**src/rtl/rgb_window_filter.sv**
```systemverilog
// rgb_window_filter: per-channel threshold/window classifier for RGB565 pixels with an output FIFO
// Ports:
//   clock, resetn            sole clock, async active-low reset
//   frame_start              loads bounds/mode into shadow registers, clears match_count/overflow
//   red/green/blue_lo/_hi    6-bit window bounds (R and B are zero-extended to 6 bits)
//   mode                     per channel (bit0=R, bit1=G, bit2=B): 0 = x>=lo, 1 = lo<=x<=hi
//   addr_in, d_in, we_in     frame-grabber write port; a rising edge of we_in marks a pixel
//   addr_out, d_out          FIFO head address and pass flags, zero while empty
//   out_valid, out_ready     FIFO handshake
//   match_count              saturating count of pixels this frame with all three flags set
//   overflow                 sticky, a pixel was dropped this frame
module rgb_window_filter #(
  parameter int ADDR_W = 18,
  parameter int FIFO_DEPTH = 8,
  parameter int THR_RST = 20
) (
  input  logic              clock,
  input  logic              resetn,
  input  logic              frame_start,
  input  logic [5:0]        red_lo,
  input  logic [5:0]        red_hi,
  input  logic [5:0]        green_lo,
  input  logic [5:0]        green_hi,
  input  logic [5:0]        blue_lo,
  input  logic [5:0]        blue_hi,
  input  logic [2:0]        mode,
  input  logic [ADDR_W-1:0] addr_in,
  input  logic [15:0]       d_in,
  input  logic              we_in,
  output logic [ADDR_W-1:0] addr_out,
  output logic [2:0]        d_out,
  output logic              out_valid,
  input  logic              out_ready,
  output logic [ADDR_W:0]   match_count,
  output logic              overflow
);
  localparam int AW = $clog2(FIFO_DEPTH);
  localparam logic [AW:0] ptr_one = 1;
  localparam logic [ADDR_W:0] cnt_one = 1;
  logic we_q, pix, hit, push, pop, wr, drop, full;
  logic [5:0] rl, rh, gl, gh, bl, bh;
  logic [2:0] md, flags, s1_flags;
  logic s1_v;
  logic [ADDR_W-1:0] s1_addr;
  logic [AW:0] wp, rp;
  logic [ADDR_W+2:0] mem [FIFO_DEPTH];
  logic [ADDR_W+2:0] head;
  function automatic logic chan(input logic [5:0] x, input logic [5:0] lo, input logic [5:0] hi, input logic win);
    return win ? (x >= lo && x <= hi) : (x >= lo);
  endfunction
  // Compares always use the shadow values, so a pixel coinciding with frame_start sees the old frame's bounds
  always_comb begin
    pix = we_in & ~we_q;
    flags = {chan({1'b0, d_in[4:0]}, bl, bh, md[2]),
             chan(d_in[10:5], gl, gh, md[1]),
             chan({1'b0, d_in[15:11]}, rl, rh, md[0])};
    hit = pix && flags == 3'b111;
    full = (wp[AW] != rp[AW]) && (wp[AW-1:0] == rp[AW-1:0]);
    out_valid = wp != rp;
    push = s1_v;
    pop = out_valid & out_ready;
    wr = push & (~full | pop);
    drop = push & full & ~pop;
    head = mem[rp[AW-1:0]];
    addr_out = out_valid ? head[ADDR_W+2:3] : '0;
    d_out = out_valid ? head[2:0] : '0;
  end
  always_ff @(posedge clock or negedge resetn) begin
    if (!resetn) begin
      we_q <= 1'b0;
      {rl, gl, bl} <= {3{6'(THR_RST)}};
      {rh, gh, bh} <= {3{6'h3F}};
      md <= 3'b000;
      s1_v <= 1'b0;
      s1_addr <= '0;
      s1_flags <= '0;
      wp <= '0;
      rp <= '0;
      match_count <= '0;
      overflow <= 1'b0;
    end else begin
      we_q <= we_in;
      if (frame_start) begin
        {rl, rh, gl, gh, bl, bh} <= {red_lo, red_hi, green_lo, green_hi, blue_lo, blue_hi};
        md <= mode;
      end
      s1_v <= pix;
      if (pix) begin
        s1_addr <= addr_in;
        s1_flags <= flags;
      end
      if (wr) wp <= wp + ptr_one;
      if (pop) rp <= rp + ptr_one;
      if (frame_start) match_count <= {{ADDR_W{1'b0}}, hit};
      else if (hit && !(&match_count)) match_count <= match_count + cnt_one;
      overflow <= frame_start ? 1'b0 : (overflow | drop);
    end
  end
  always_ff @(posedge clock) begin
    if (wr) mem[wp[AW-1:0]] <= {s1_addr, s1_flags};
  end
endmodule
```
**config.mk**
```make
export PLATFORM = sky130hd
export DESIGN_NAME = rgb_window_filter
export DESIGN_NICKNAME = d
export VERILOG_FILES = /design/src/rtl/rgb_window_filter.sv
export SDC_FILE = /design/constraint.sdc
export NUM_CORES = 1
export LEC_CHECK = 0
export ABC_CLOCK_PERIOD_IN_PS = 3700
export BUFFER_PORTS_ARGS = -buffer_cell sky130_fd_sc_hd__buf_2
export CAP_MARGIN = 25
export CORE_AREA = 2 2 140 142
export DETAILED_ROUTE_END_ITERATION = 6
export DIE_AREA = 0 0 142 144
export PLACE_DENSITY = 0.89
export RECOVER_POWER = 25
export SLEW_MARGIN = 40
export SYNTH_ARGS = -nofsm -noshare
export SYNTH_HDL_FRONTEND = slang
export SYNTH_SLANG_ARGS = --single-unit
```
**constraint.sdc**
```tcl
create_clock -name clock -period 3.7 [get_ports clock]
set_input_delay 0.37 -clock clock [delete_from_list [all_inputs] [get_ports clock]]
set_output_delay 0.37 -clock clock [all_outputs]
set_load 0.005 [all_outputs]
```
==> flow_results.org <==
** Outcome
- Result of the run :: complete, but fails checks
- Violated checks :: max-capacitance violations, max-slew violations

** Synthesis
- Largest family of logic cells by synthesized area :: multiplexers
- By count the netlist is led by edfxtp_1 (168), nand2_1 (102), dfrtp_1 (66), mux4_2 (42), inv_1 (40).
- Portion of netlist area occupied by mux cells :: 0.121
- The most common cell in the synthesized netlist is edfxtp_1.
- Synth top area share :: 0.459
- For this run, the number of Yosys warnings is 0.
- The complex-gate fraction of the synthesized area is 0.0483.
- Post-synth ARST share :: 0.349
- Post-synth net total :: 859
- Register area share after synthesis :: 0.666
- Of the total synthesized cell area, the portion taken by XOR and XNOR cells is 0.00876.
- Post-Synthesis Cells :: 746
- Leading cell types by total area after synthesis :: edfxtp_1 (46%), dfrtp_1 (15%), mux4_2 (8.6%)
- Number of enable flip-flop cells after synthesis :: 168
- Summed over all instances, the cell type with the most area after synthesis is edfxtp_1.
- After synthesis, the mean cell area works out to 14.7 um^2.
- Post-synth cell types :: 54
- Summing every instance area after synthesis gives 0.0110 mm^2.
- Adder-Cell Fraction of Synth Area :: 0.0398
- For this run, the leading register cell type out of synthesis is edfxtp_1.
- Of the total synthesized cell area, the portion taken by AND, OR, NAND and NOR gates is 0.0851.
- Count of state elements after synthesis :: 258

** Floorplan
- The total area inside the core boundary comes to 0.0191 mm^2.
- Vertical die dimension :: 144 um
- In this run the count of I/O pins placed on the die edge is 120.
- Die Span X :: 142 um
- Number of placement rows :: 51
- The initial utilization of the core area, before any placement, comes to 0.576.
- Die outline area :: 0.0204 mm^2

** Timing
- Setup total negative slack :: 0 ns
- Period utilisation layout :: 0.819
- The number of hold violations in the final report came to 0.
- For the pin with the worst max-slew slack, the measured transition is 2.29 ns.
- Subtracting the final worst setup slack from the clock period gives 3.03 ns.
- Setup repair after global routing left no endpoint under its margin.
- Setup violations remaining at the end of the flow were counted as 0.
- Final Max Slew Viols :: 57
- Timing would allow up to 330 MHz.
- The worst pin sits at a relative slew slack of -0.524.
- Final Hold Slack :: 0.0386 ns
- Clock skew on the completed layout was measured at 0.0176 ns.

** Clock tree
- Buffer count from post-CTS setup fixing :: 0
- Clock tree synthesis found a total of 258 sinks.
- The number of clock buffers added by TritonCTS is 26.
- CTS built an H-tree with a depth of 1.
- Clock tree synthesis selected as its root buffer the cell clkbuf_16.
- CTS tree :: yes
- Worst-case clock buffer depth :: 3
- Clock Pin Slew Worst Setup and Hold Paths :: 0.06 ns
- Clock network latency to the later pin of the worst-skew pair :: 0.53 ns

** Run
- The tool flagged a number of max-cap violations equal to 1.

** Worst setup path
- The worst register-to-register path begins at gh[4].
- Worst-path fanout max :: 29
- Kind of critical path :: flip-flop to flip-flop
- Terminus of the critical flop-to-flop path :: match_count[15]
- The cell family contributing the most delay on the critical path is compound AO/OA/AOI/OAI gates.
- Critical path's largest stage delay :: 0.51 ns
- For the worst setup path, the data arrival time is 3.44 ns.
- STA classifies the critical path startpoint as a flip-flop.
- Critical path data required time :: 4.11 ns
- On the critical path, the stage with the largest delay is an instance of dfstp_2.
- Register-to-Register Path Depth :: 9
- The worst setup path is captured at a flip-flop.
- Setup slack on the worst flop-to-flop path :: 0.67 ns
- The signal on the critical path passes through inv_1 -> ha_1 -> a21oi_2 -> a21boi_1 -> o31ai_1 -> o311a_1 -> nand3_2 -> nor4_1 -> mux2_2.
- Together, buffers and inverters on the worst path number 1.

** Route
- After detailed routing, the number of remaining DRC violations is 0.
- 1st-iter DRT viols :: 561
- After detailed routing, the average wire length per cell comes to 21.0 um.
- The routed design has 23900 um of wire.
- The pre-antenna-repair detailed-routing pass consisted of 5 iterations.
- The final route contains 6619 vias.
- Post-DR vias/cell :: 5.81
- Count of antenna-violating nets left after detailed routing :: 0

** Global routing
- Entering global routing, the biggest net connects 71 pins.
- Global-route usage over all layers :: 0.240
- The first global-routing pass estimated 37100 um of wire.
- Number of global-route vias before repair :: 6740
- Grt ovf :: 0
- The initial antenna violation count came to 1.

** Worst hold path
- Counting instances, the worst hold path has a depth of 3.
- Hold path startpoint :: addr_in[3]
- Hold Path Class :: input port to flip-flop
- Hold-critical path endpoint :: s1_addr[3]

** Power
- IR analysis of the VDD net gives a maximum drop of 0.000404 V.
- Leakage power total :: 5.18 nW
- Dividing total power by cell area gives a power density of 665 mW/mm^2.

** Layout
- At the end of the flow, the number of nets in the layout was 994.
- P&R area growth vs syn :: 16.9%
- Count of antenna diodes in the layout :: 0
- Proportion of layout cells with a drive suffix above 1 :: 0.305
- The finished layout holds 1139 standard cells, fillers aside.

** Placed design
- During placement, the flow inserted port buffers numbering 119.
- Placed cells :: 1089
- Placer's final routability congestion estimate :: 0.819
- The HPWL after detailed placement is 14800 um.
## worst max path at each step
| stage | from | to | slack (ns) | depth (start not counted) |
|---|---|---|---|---|
| finish | gh[4] | match_count[15] | 0.67 | 9 |
| global route | gh[4] | match_count[15] | 0.41 | 9 |
| CTS | gh[4] | match_count[15] | 0.64 | 9 |
| detailed placement | gh[4] | match_count[15] | 0.64 | 9 |
| global placement | gh[4] | match_count[15] | 0.72 | 9 |
| floorplan | rp[1] | mem[0][0] | 0.49 | 8 |
## logic make-up after synthesis
logic type                 Yosys count
muxes                               79
and+or+nand+nor                    199
xor gates and xnor gates            11
AOI/OAI and AO/OA                   90
buffers and inverters               74
adders and majority gates           35
DFF                                258
## per-stage QoR
stage	utilization	area [um^2]	setup WS [ns]	power (W)
after floorplan	-	11000	0.488	0.00502
after global placement	0.624	11900	0.718	0.00566
after detailed placement	0.624	11900	0.640	0.00577
after CTS	0.674	12900	0.638	0.00859
after global routing	0.673	12800	0.410	0.00891
final	0.673	12800	0.669	0.00854
## timing repair
item / 4_1_cts / 5_1_grt
hold buffers: 2 / 0
endpoints found under the hold margin: 52 / 0
resized for setup: 0 / 0
## placed cells by master, fill, tap and decap left out, types with 24 or more instances in the layout
cell type  count
edfxtp_1     168
buf_2        117
nand2_1      102
dfrtp_1       65
mux4_2        42
inv_1         40
o21ai_0       39
ha_1          35
nor2_1        30
clkbuf_16     27
a21oi_1       24
dfstp_2       24
## routing by layer
layer	GRT usage	vias up	wire (um)
met5	0	-	13
met4	0.0789	2	624
met3	0.0507	57	1780
met2	0.420	257	12200
met1	0.301	3279	9210
li1	-	3024	-
## state kept, by name (all words and copies together) (netlist names), 6 cells and up
register     cells
bh               6
bl               6
s1_addr         18
rh               6
gh               6
gl               6
rl               6
mem            168
match_count     19
## power breakdown
part	internal, W	total [W]	switching [W]
clock	0.00175	0.00280	0.00105
sequential	0.00343	0.00363	0.000200
combinational	0.00100	0.00211	0.00111
total	0.00618	0.00854	0.00236
## final cells by class
class	instances	area, um^2
Sequential cell	258	7330
Fill cell	1219	6230
Multi-Input combinational cell	414	3370
Timing Repair Buffer	140	779
Clock buffer	41	758
Tap cell	238	298
Clock inverter	7	163
Inverter	41	154
## tightest hold or removal path, cell delays in order
cell	delay, ns
buf_2	0.07
nand2_1	0.04
nand2_1	0.05
No activity file was read; power rests on OpenSTA's default activity.
